$ cat config.mk
export PLATFORM = sky130hd
export DESIGN_NAME = mem_loader
export DESIGN_NICKNAME = d
export VERILOG_FILES = /design/src/rtl/mem_loader.sv
export SDC_FILE = /design/constraint.sdc
export NUM_CORES = 1
export LEC_CHECK = 0
export CAP_MARGIN = 0
export CELL_PAD_IN_SITES_DETAIL_PLACEMENT = 2
export CELL_PAD_IN_SITES_GLOBAL_PLACEMENT = 2
export CORE_UTILIZATION = 44
export DETAILED_ROUTE_END_ITERATION = 8
export PLACE_DENSITY = 0.8
export SYNTH_ARGS = -nofsm -noshare
export SYNTH_HDL_FRONTEND = slang
export SYNTH_SLANG_ARGS = --single-unit
$ cat constraint.sdc
create_clock -name clk -period 6.7 [get_ports clk]
set_clock_uncertainty 0.05 [all_clocks]
set_input_delay 1.34 -clock clk [delete_from_list [all_inputs] [get_ports clk]]
set_output_delay 1.34 -clock clk [all_outputs]
set_load 0.01 [all_outputs]
$ cat src/rtl/mem_loader.sv
// ---------------------------------------------------------------------------
// mem_loader
//
// Run-time loadable DEPTH x DATA_WIDTH memory with a combinational read port.
// Each start launches one sequential load (address 0 .. DEPTH-1) fed by a
// valid/ready word stream. A running modulo-2^DATA_WIDTH checksum of the
// accepted words is kept alongside a count of words written.
//
// Ports
//   clk       : single clock, rising edge
//   rst       : asynchronous active-high reset
//   start     : begin a load (honoured in IDLE or DONE)
//   abort     : cancel a load (honoured in LOAD, wins over start)
//   in_data   : word to write
//   in_valid  : in_data is valid
//   in_ready  : block accepts a word this cycle (high in LOAD)
//   rd_addr   : read address
//   rd_data   : mem[rd_addr], combinational
//   busy      : high while loading
//   done      : high after a full load completed, until the next start
//   wr_count  : words written in the current or last load
//   checksum  : sum of written words, mod 2^DATA_WIDTH
// ---------------------------------------------------------------------------
module mem_loader #(
    parameter int ADDR_WIDTH = 3,
    parameter int DATA_WIDTH = 8,
    parameter int DEPTH      = 8
) (
    input  logic                  clk,
    input  logic                  rst,
    input  logic                  start,
    input  logic                  abort,
    input  logic [DATA_WIDTH-1:0] in_data,
    input  logic                  in_valid,
    output logic                  in_ready,
    input  logic [ADDR_WIDTH-1:0] rd_addr,
    output logic [DATA_WIDTH-1:0] rd_data,
    output logic                  busy,
    output logic                  done,
    output logic [ADDR_WIDTH:0]   wr_count,
    output logic [DATA_WIDTH-1:0] checksum
);

    typedef enum logic [1:0] {
        IDLE = 2'd0,
        LOAD = 2'd1,
        DONE = 2'd2
    } state_t;

    localparam logic [ADDR_WIDTH-1:0] LAST_ADDR = ADDR_WIDTH'(DEPTH - 1);

    state_t                state_q;
    logic                  busy_q;
    logic                  done_q;
    logic [ADDR_WIDTH-1:0] ptr_q;
    logic [ADDR_WIDTH-1:0] ptr_d;
    logic [ADDR_WIDTH:0]   count_q;
    logic [ADDR_WIDTH:0]   count_d;
    logic [DATA_WIDTH-1:0] sum_q;
    logic [DATA_WIDTH-1:0] sum_d;
    logic [DATA_WIDTH-1:0] mem_q [DEPTH];
    logic                  accept;

    // A word is only taken when the load is not being aborted in the same
    // cycle; abort suppresses the write even with in_valid high.
    assign in_ready = (state_q == LOAD);
    assign accept   = in_ready & in_valid & ~abort;

    assign ptr_d    = ptr_q + ADDR_WIDTH'(1);
    assign count_d  = count_q + (ADDR_WIDTH + 1)'(1);
    assign sum_d    = sum_q + in_data;

    assign busy     = busy_q;
    assign done     = done_q;
    assign wr_count = count_q;
    assign checksum = sum_q;

    // Read port is purely combinational, so a same-cycle write to the
    // addressed location shows the old word until the edge.
    assign rd_data  = mem_q[rd_addr];

    // Storage is deliberately not reset so a reset leaves previously loaded
    // contents in place. Reset still blocks a pending write because it
    // forces the FSM out of LOAD, which drops in_ready and hence accept.
    always_ff @(posedge clk) begin
        if (accept) begin
            mem_q[ptr_q] <= in_data;
        end
    end

    // Control FSM with registered status outputs.
    always_ff @(posedge clk or posedge rst) begin
        if (rst) begin
            state_q <= IDLE;
            busy_q  <= 1'b0;
            done_q  <= 1'b0;
            ptr_q   <= '0;
            count_q <= '0;
            sum_q   <= '0;
        end else begin
            case (state_q)
                IDLE, DONE: begin
                    if (start) begin
                        state_q <= LOAD;
                        busy_q  <= 1'b1;
                        done_q  <= 1'b0;
                        ptr_q   <= '0;
                        count_q <= '0;
                        sum_q   <= '0;
                    end
                end
                LOAD: begin
                    if (abort) begin
                        state_q <= IDLE;
                        busy_q  <= 1'b0;
                    end else if (in_valid) begin
                        ptr_q   <= ptr_d;
                        count_q <= count_d;
                        sum_q   <= sum_d;
                        // The pointer wraps back to 0 naturally on the last word.
                        if (ptr_q == LAST_ADDR) begin
                            state_q <= DONE;
                            busy_q  <= 1'b0;
                            done_q  <= 1'b1;
                        end
                    end
                end
                default: begin
                    state_q <= IDLE;
                    busy_q  <= 1'b0;
                    done_q  <= 1'b0;
                end
            endcase
        end
    end

endmodule

# After elaboration in Yosys (flattened, before gate mapping)
# Memories as Yosys holds them, arrays and structs flattened.
# Cells that the tools add are included.
[totals] mem_count=1 elab_cells=57 rom_bits=0 ramBits=64 regBits=19 out_inout_bits=23 latchBits=0 inputBits=16
[op_classes] div=0 bitwise=3 n_addsub=3 muxes=29 eq_ne=9 multipliers=0 reduce_logical=6 shifts=0 order_cmp=0
[mem_list] name="mem_q" words=8 word_bits=8 rd=1 rd_ports_with_merged_regs=0 wr=1 line="61" text="logic [DATA_WIDTH-1:0] mem_q [DEPTH];"
[ops] operator="$mux 8" n=3
[ops] operator="$pmux 8 s2" n=1
[ops] operator="$mux 4" n=3
[ops] operator="$mux 1" n=10
[ops] operator="$mux 3" n=3
[ops] operator="$add 8x8->8" n=1
[ops] operator="$mux 2" n=4
[ops] operator="$pmux 4 s2" n=1
[ops] operator="$reduce_and 4->1" n=2
[ops] operator="$ne 2x2->1 const B" n=3
[ops] operator="$pmux 3 s2" n=1
[ops] operator="$add 4x1->4 const B" n=1
[ops] operator="$pmux 1 s2" n=2
[ops] operator="$pmux 2 s2" n=1
[ops] operator="$add 3x1->3 const B" n=1
[ops] operator="$eq 3x3->1 const B" n=1
[ops] operator="$ne 3x2->1 const B" n=1
[ops] operator="$ne 3x3->1 const B" n=1
[ops] operator="$reduce_and 3->1" n=1
[ops] operator="$and 1x1->1" n=2
[ops] operator="$eq 2x1->1 const B" n=1
[ops] operator="$eq 2x2->1 const B" n=1
[ops] operator="$logic_not 2->1" n=1
[ops] operator="$ne 2x1->1 const B" n=1
[ops] operator="other kinds (3)" n=3

# Longest topological paths before layout
# Gate-level depths: netlist (run 1).
[logic_depth] ltp_word=5 depth_mapped=7 mapped_depth_nobuf=7

# Worst setup path before layout (run 1)
# Ideal clock, no wire load.
[synth_path] path_kind="input -> output" from="input port rd_addr[0]" to="output port rd_data[1]" path_stages=4 slack_ns=2.907 required_time_ns=5.310 arrival_time_ns=2.403 path_buffers=2 path_cell_list="buf_6 -> buf_12 -> mux4_1 -> mux2_2"
[synth_via] elab_chain_cells=1
[synth_lines] element="start: declaration" line="36" text="input logic [ADDR_WIDTH-1:0] rd_addr,"
[synth_lines] element="$mem_v2 8x8"
[synth_lines] element="end: declaration" line="37" text="output logic [DATA_WIDTH-1:0] rd_data,"
# No other way between the ends.

# Worst setup path in the final report (run 1)
[layout_path] from="input port rd_addr[0]" to="output port rd_data[6]"
# Same word-level chain as after synthesis.

==> results of run 1 <==
==> state kept, by name (all words and copies together), names as in the netlist <==
name,cells
done,1
busy,1
checksum,8
state_q,2
mem_q,64
ptr_q,3
wr_count,4
==> worst reg2reg max path: stages, from the launching register on <==
cell and delay [ps]:
dfrtp_1 490, and4bb_2 440, nand2_1 170, nor2_1 760
==> logic make-up after synthesis <==
kind of cell	after synthesis	synth area share, %
simple gates	52	7.367
xor+xnor	4	0.9552
flops	83	65.35
compound gates	34	6.071
buf+inv	13	2.217
mux	25	14.09
fa+ha+maj	11	3.956
==> placed cells by master, fill, tap and decap left out, drive strengths merged, types with 6 or more instances in the layout <==
cell type | netlist | routed
nand3 | 6 | 6
clkinv | 0 | 6
edfxtp | 64 | 64
mux2 | 8 | 8
o21ai | 12 | 12
clkdlybuf4s50 | 0 | 38
nor2 | 10 | 10
dfrtp | 19 | 19
ha | 10 | 10
mux4 | 16 | 16
a21oi | 9 | 9
clkbuf | 2 | 9
nand2 | 16 | 16
==> worst paths after layout <==
| kind | start | endpoint | slack [ps] | depth (start not counted) |
|---|---|---|---|---|
| max | rd_addr[0] | rd_data[6] | 1370 | 4 |
| min | checksum[6] | checksum[6] | 490 | 2 |
| max reg2reg | state_q[0] | mem_q[7][2] | 4420 | 3 |
| min reg2reg | checksum[6] | checksum[6] | 490 | 2 |
| max in group asynchronous | rst | checksum[4] | 4740 | 2 |
| min in group asynchronous | rst | checksum[6] | 1380 | 2 |
==> final cells by class <==
class | instances | area (um2)
tap | 102 | 127.6
clock buffer | 9 | 123.9
inverter | 5 | 18.77
multi-input combinational | 126 | 1200
fill | 705 | 3572
sequential | 83 | 2397
timing repair buffer | 41 | 402.9
clock inverter | 7 | 45.04
==> through the flow <==
| step | power [mW] | setup WS, ps | std cells |
|---|---|---|---|
| 2_1_floorplan | 0.7367 | 2907 | 222 |
| 3_3_place_gp | 0.8217 | 1443 | 357 |
| 3_5_place_dp | 0.8376 | 1392 | 357 |
| 4_1_cts | 1.160 | 1347 | 373 |
| 5_1_grt | 1.194 | 1240 | 373 |
| 6_report | 1.147 | 1368 | 373 |
==> routing by layer <==
layer,track usage (%),up-vias
li1,-,967
met1,28.94,1109
met3,5.203,11
met2,37.38,59
met5,0,-
met4,8.205,0
==> power by group through the flow <==
stage	Clock [mW]	Sequential [mW]	Combinational [mW]
final	0.316	0.607	0.223
after global routing	0.342	0.611	0.241
after CTS	0.326	0.607	0.226
after detailed placement	0	0.618	0.220
after global placement	0	0.616	0.206
after floorplan	0	0.619	0.117
==> metrics.yaml, run 1 <==
die:
  io_pins: 39
  die_area_um2: 8707
  initial_core_util_pct: 46.51
  die_w_um: 93.31
  design.core.area_um2: 7888
  rows: 32
  dieHeight_um: 93.31
clocking:
  root_buffer: "clkbuf_8"
  cts_setup_buffers: 0
  htree_levels: 3
  clkLatencyLatePin_ps: 360
  post_cts_resized: 0
  clock_sinks: 83
  cts_inserted_buffers: 9
  clkSlewWorstSetupHoldPaths_ps: 80
  cts_tree: "yes"
  hold_buffers: 0
  clk_path_buf_depth: 2
final_layout:
  diodes: 0
  final_layout_size_suffix_gt1_share_pct: 12.92
  nNetsFinal: 293
  area_growth_pct: 17.63
  design_area_um2: 4315
  postLayoutCoreUtil_pct: 54.71
synth:
  syn_inst: 222
  syn-cell-area_um2: 3669
  synth.cells.most_frequent: "edfxtp_1, dfrtp_1, nand2_1"
  ys_warn_count: 0
  yosysMostFrequentCell: "edfxtp_1"
  syn_area_per_cell_um2: 16.52
  synth_top_area_share_pct: 52.39
  ys_seq_area_share_pct: 65.35
  synth_edf_count: 64
  synth-seq-cells: 83
  synthArstFlopShare_pct: 22.89
  synth_nets: 249
  ys.flop_type: "edfxtp_1"
  synth.area.top_cells: "edfxtp_1, dfrtp_1, mux4_1"
  ys_types: 42
  synth_top_area_cell: "edfxtp_1"
detailed_routing:
  top_layer_used: "met4"
  dr.pass1.iters: 4
  drc_errors: 0
  drtIter0Drc: 75
  wl_met3_um: 277
  ant_nets: 0
  met1_length_um: 3923
  vias: 2146
  viasPerCell: 5.753
  met2_length_um: 4514
  routed_wl_um: 8865
  wire_per_inst_um: 23.77
critical_path:
  cp_slowest_cell: "clkdlybuf4s50_1"
  slowest_delay_ps: 1090
  criticalPathCategory: "in2out"
  crit_family: "buffers and inverters"
  critPathCaptureType: "output pin"
  required_ps: 5310
  worstPathArrival_ps: 3940
  cp_num_buf_inv: 2
  cp_max_fo: 16
  path_common_cell: "clkdlybuf4s50_1"
  cp_cell_sequence: "clkdlybuf4s50_1 -> mux4_1 -> mux2_2 -> clkdlybuf4s50_1"
  critPathLaunchType: "primary input"
grt:
  grt_antenna_before_repair: 0
  grt_max_degree: 20
  gr-total-overflow: 0
  grt_pass1_vias: 2341
  grt.total_usage_pct: 22.51
  grt_first_pass_wirelength_um: 13700
power:
  p_sw_share_pct: 28.27
  power_frac_seq_pct: 52.9
  internal_power_mw: 0.8228
  power.switching_mw: 0.3243
  power_leakage_nw: 1.610
  p_comb_share_pct: 19.5
  powerDensity_nw_per_um2: 265.8
  vdd_ir_drop_max_v: 0.0001004
  p_clk_share_pct: 27.6
placement:
  hpwl_um: 5941
  dpl_cell_area_um2: 4146
  place.gp.congestion: 0.7367
  port_buffers: 38
sta:
  clock.fmax_mhz: 187.6
  tightest_slew_ps: 942.1
  rsz0062_at_grt: "no"
  final-hold-violation-count: 0
  holdWs_ps: 486.1
  drv_slew: 0
  max_slew_margin_pct: 36.96
  final-setup-viol-count: 0
  period_share_pct: 79.58
  fin_tns_setup_ps: 0
  min_period_ps: 5332
outcome:
  status: "finished clean"
flow_run:
  drv_cap: 0
worst_hold_path:
  hold_path_class: "reg2reg"
Power figures use the tool's default switching activity.
==> run 2: changes to the inputs <==
CORE_UTILIZATION = 41   (was 44)
PLACE_DENSITY = 0.76   (was 0.8)
clock period = 5.3 ns   (was 6.7 ns; I/O delays follow)
==> run 2 against run 1 <==
Net effect:
- clock-buffer cell count unchanged
- first-iteration DRC count fell by 11%
- design area increased by 1.4%
- power increased by 35%
- register-to-register slack worse by 1400 ps
- combinational power up 24%
- critical path depth grew 1
- non-clock buffer count unchanged
- highest routed layer unchanged
==> metrics.yaml, run 2 (same netlist as run 1, synthesis figures left out) <==
grt:
  grt_antenna_before_repair: 0
  grt.total_usage_pct: 21.87
  grt_pass1_vias: 2343
  gr-total-overflow: 0
  grt_first_pass_wirelength_um: 13990
  grt_max_degree: 20
clocking:
  clkSlewWorstSetupHoldPaths_ps: 80
  htree_levels: 3
  cts_tree: "yes"
  hold_buffers: 0
  root_buffer: "clkbuf_8"
  cts_setup_buffers: 0
  clock_sinks: 83
  post_cts_resized: 0
  clkLatencyLatePin_ps: 350
  cts_inserted_buffers: 9
  clk_path_buf_depth: 2
critical_path:
  cp_slowest_cell: "mux4_1"
  r2r-start: "state_q[0]"
  cp_max_fo: 16
  required_ps: 4190
  r2r_slack_ps: 2980
  r2r_end: "mem_q[6][4]"
  critPathCaptureType: "output pin"
  slowest_delay_ps: 630
  critPathLaunchType: "primary input"
  criticalPathCategory: "in2out"
  path_common_cell: "clkdlybuf4s50_1"
  worstPathArrival_ps: 3260
  ff2ff_path_depth: 3
  cp_cell_sequence: "clkdlybuf4s50_1 -> buf_4 -> mux4_1 -> mux2_2 -> clkdlybuf4s50_1"
sta:
  fin_tns_setup_ps: 0
  max_slew_margin_pct: 34.35
  drv_slew: 0
  clock.fmax_mhz: 228.9
  period_share_pct: 82.43
  min_period_ps: 4369
  rsz0062_at_grt: "no"
  final-hold-violation-count: 0
  tightest_slew_ps: 981.1
  final-setup-viol-count: 0
placement:
  hpwl_um: 5966
  dp.cells: 363
  place.gp.congestion: 0.7453
  dpl_cell_area_um2: 4159
  port_buffers: 38
die:
  dieHeight_um: 96.59
  die_w_um: 96.59
  die_area_um2: 9330
  rows: 34
  io_pins: 39
  design.core.area_um2: 8678
  initial_core_util_pct: 42.27
final_layout:
  nNetsFinal: 293
  postLayoutCoreUtil_pct: 50.42
  final_layout_size_suffix_gt1_share_pct: 12.55
  final_common_cell: "edfxtp_1"
  largest_reg_flops: 64
  stdcell_count: 379
  top_register: "mem_q"
  design_area_um2: 4375
  area_growth_pct: 19.27
  diodes: 0
  final_cell_mix: "edfxtp_1, clkdlybuf4s50_1, dfrtp_1"
worst_hold_path:
  worstHoldStart: "checksum[7]"
  hold_end: "checksum[7]"
  holdPathStages: 2
  hold_path_class: "reg2reg"
detailed_routing:
  wire_per_inst_um: 24.61
  ant_nets: 0
  viasPerCell: 5.554
  dr.pass1.iters: 4
  drtIter0Drc: 67
  routed_wl_um: 9328
  vias: 2105
  drc_errors: 0
power:
  power_leakage_nw: 1.629
  powerDensity_nw_per_um2: 354.0
  power_mw: 1.549
  vdd_ir_drop_max_v: 0.0001458
flow_run:
  drv_cap: 0
outcome:
  status: "finished clean"
==> run 2: changes by cell type in the layout (fill, tap and decap cells not counted) <==
cell	delta
clkinv_1	+2
bufinv_16	+2
nor3_1	-1
nor3_2	+1
clkinv_2	-4
==> run 2: power breakdown <==
group          switching, mW  internal (mW)
sequential            0.0357          0.734
combinational          0.138          0.139
clock                  0.239          0.264
total                  0.413           1.14
==> run 2: how the worst max path moves through the flow <==
stage          slack [ps]  depth (start not counted)    endpoint        from
6_report              930                          5  rd_data[2]  rd_addr[0]
5_1_grt               890                          5  rd_data[2]  rd_addr[0]
4_1_cts               880                          4  rd_data[2]  rd_addr[1]
3_5_place_dp          930                          4  rd_data[2]  rd_addr[1]
3_3_place_gp         1030                          4  rd_data[7]  rd_addr[1]
2_1_floorplan        2070                          4  rd_data[1]  rd_addr[0]
==> run 2: metrics by stage <==
step | worst slack (ps) | hold WS [ps]
4_1_cts | 882.5 | 497.2
2_1_floorplan | 2067 | 480.6
3_3_place_gp | 1029 | 458.1
3_5_place_dp | 932.2 | 469.2
5_1_grt | 887.3 | 518.3
6_report | 931.1 | 488.7
==> run 2: metal layers <==
metal | track usage (%) | wire length, um | part of all wire (%)
met2 | 37.27 | 4731 | 51
met5 | 0 | 0 | 0
met3 | 3.756 | 225 | 2.4
met4 | 7.598 | 136 | 1.5
met1 | 28.17 | 4236 | 45
==> run 2: worst max-delay path: cells and delay by family <==
family	cells	cell delay, ps
buffers and inverters	3	1240
muxes	2	950
==> run 2: layout make-up <==
cell class / count / area (um2)
Multi-Input combinational cell: 126 / 1205
Fill cell: 815 / 4303
Clock buffer: 9 / 123.9
Tap cell: 108 / 135.1
Clock inverter: 7 / 92.59
Timing Repair Buffer: 41 / 402.9
Inverter: 5 / 18.77
Sequential cell: 83 / 2397
==> run 3: changes to the inputs <==
CORE_UTILIZATION = 37   (was 41)
PLACE_DENSITY = 0.72   (was 0.76)
clock period = 3.75 ns   (was 5.3 ns; I/O delays follow)
==> run 3 against run 2 <==
Net effect:
- clock-buffer cell count is 1 higher
- die area is 11% higher
- sequential power grew 40%
- non-clock buffer count is 7 higher
- worst hold slack got worse by 1.6 ps
- first-iteration DRC count increased by 97%
- routed wire length down 12%
- design area grew 1.1%
- core utilization shrank 3.5 points
- sequential cell count did not move
- sequential share of layout area is 0.57 points lower
- largest cell class unchanged
==> metrics.yaml, run 3 (same netlist as run 1, synthesis figures left out) <==
critical_path:
  critPathCaptureType: "output pin"
  critPathLaunchType: "primary input"
  ff2ff_path_depth: 7
  required_ps: 2950
  slowest_delay_ps: 560
  cp_slowest_cell: "mux4_1"
  path_common_cell: "clkdlybuf4s50_1"
  cp_cell_sequence: "clkdlybuf4s50_1 -> buf_12 -> mux4_1 -> mux2_2 -> clkdlybuf4s50_1"
  worstPathArrival_ps: 2770
  cp_max_fo: 16
  criticalPathCategory: "in2out"
grt:
  grt_antenna_before_repair: 0
  grt_pass1_vias: 2296
  grt.total_usage_pct: 17.46
  grt_max_degree: 20
  grt_first_pass_wirelength_um: 12850
  gr-total-overflow: 0
placement:
  hpwl_um: 5550
  pre_cts_slack_ps: 170.0
  place.gp.congestion: 0.7225
  port_buffers: 38
  dpl_cell_area_um2: 4235
power:
  powerDensity_nw_per_um2: 468.2
  power_leakage_nw: 1.647
  power.switching_mw: 0.5743
  power_mw: 2.070
  p_clk_share_pct: 29.2
  power_frac_seq_pct: 52.4
  vdd_ir_drop_max_v: 0.0002161
  p_comb_share_pct: 18.5
  p_sw_share_pct: 27.74
  internal_power_mw: 1.496
clocking:
  root_buffer: "clkbuf_8"
  post_cts_resized: 0
  clk_path_buf_depth: 2
  hold_buffers: 0
  cts_inserted_buffers: 9
  clock_sinks: 83
  cts_setup_buffers: 0
  clkSlewWorstSetupHoldPaths_ps: 80
  clkLatencyLatePin_ps: 360
  htree_levels: 3
  cts_tree: "yes"
final_layout:
  final_layout_size_suffix_gt1_share_pct: 14.39
  final_common_cell: "edfxtp_1"
  design_area_um2: 4422
  final_cell_mix: "edfxtp_1, clkdlybuf4s50_1, dfrtp_1"
  diodes: 0
  nNetsFinal: 300
  top_register: "mem_q"
  area_growth_pct: 20.53
  largest_reg_flops: 64
sta:
  clock.fmax_mhz: 280.1
  holdWs_ps: 487.1
  fin_ws_ps: 179.7
  period_share_pct: 95.21
  final-setup-viol-count: 0
  max_slew_margin_pct: 46.89
  rsz0062_at_grt: "no"
  min_period_ps: 3570
  tightest_slew_ps: 795.8
  drv_slew: 0
  fin_tns_setup_ps: 0
  final-hold-violation-count: 0
detailed_routing:
  drtIter0Drc: 132
  routed_wl_um: 8182
  dr.pass1.iters: 4
  drc_errors: 0
  vias: 2123
  ant_nets: 0
  viasPerCell: 5.216
  wire_per_inst_um: 20.10
die:
  dieHeight_um: 101.6
  die_area_um2: 10320
  io_pins: 39
  initial_core_util_pct: 38.96
  design.core.area_um2: 9415
  die_w_um: 101.6
  rows: 35
outcome:
  status: "finished clean"
worst_hold_path:
  hold_path_class: "reg2reg"
  holdPathStages: 2
flow_run:
  drv_cap: 0
run 3: cell types whose count changed in the layout (fill, tap and decap cells not counted), sizes merged:
| cell | change |
|---|---|
| bufinv | -2 |
| inv | +1 |
| clkinvlp | +2 |
| buf | +7 |
| clkinv | -2 |
| clkbuf | +1 |
run 3: layer usage:
layer	track usage, %	part of all wire (%)	vias up
li1	-	-	983
met1	22.06	45	1084
met2	29.89	50	44
met3	3.244	2.9	12
met4	6.466	1.6	0
met5	0	0	-
run 3: power groups by stage:
stage               clock (mW)  combinational (mW)  sequential, mW
CTS                      0.618               0.390            1.09
finish                   0.604               0.382            1.08
global placement             0               0.371            1.10
global route             0.658               0.423            1.09
detailed placement           0               0.387            1.11
floorplan                    0               0.210            1.11
run 3: area by class of cell:
class / count / area, um2
sequential: 83 / 2397
clock inverter: 6 / 48.80
tap: 129 / 161.4
fill: 906 / 4994
inverter: 5 / 18.77
timing repair buffer: 48 / 467.9
clock buffer: 10 / 137.6
multi-input combinational: 126 / 1190
run 3: worst paths after layout:
kind / slack (ps) / to / start
setup / recovery: 180 / rd_data[2] / rd_addr[0]
hold / removal: 490 / checksum[5] / checksum[5]
setup reg to reg: 1660 / checksum[6] / checksum[0]
hold reg to reg: 490 / checksum[5] / checksum[5]
max in group asynchronous: 2350 / checksum[3] / rst
min in group asynchronous: 790 / checksum[4] / rst
run 3: metrics by stage:
step / util, % / cells
after detailed placement: 44.98 / 391
after floorplan: - / 222
final: 46.96 / 407
after global placement: 44.98 / 391
after global routing: 46.96 / 407
after CTS: 46.96 / 407
run 3: worst max-delay path, delay by kind of cell:
family / cells / cell delay [ps]
buffers and inverters: 3 / 1170
multiplexers: 2 / 850
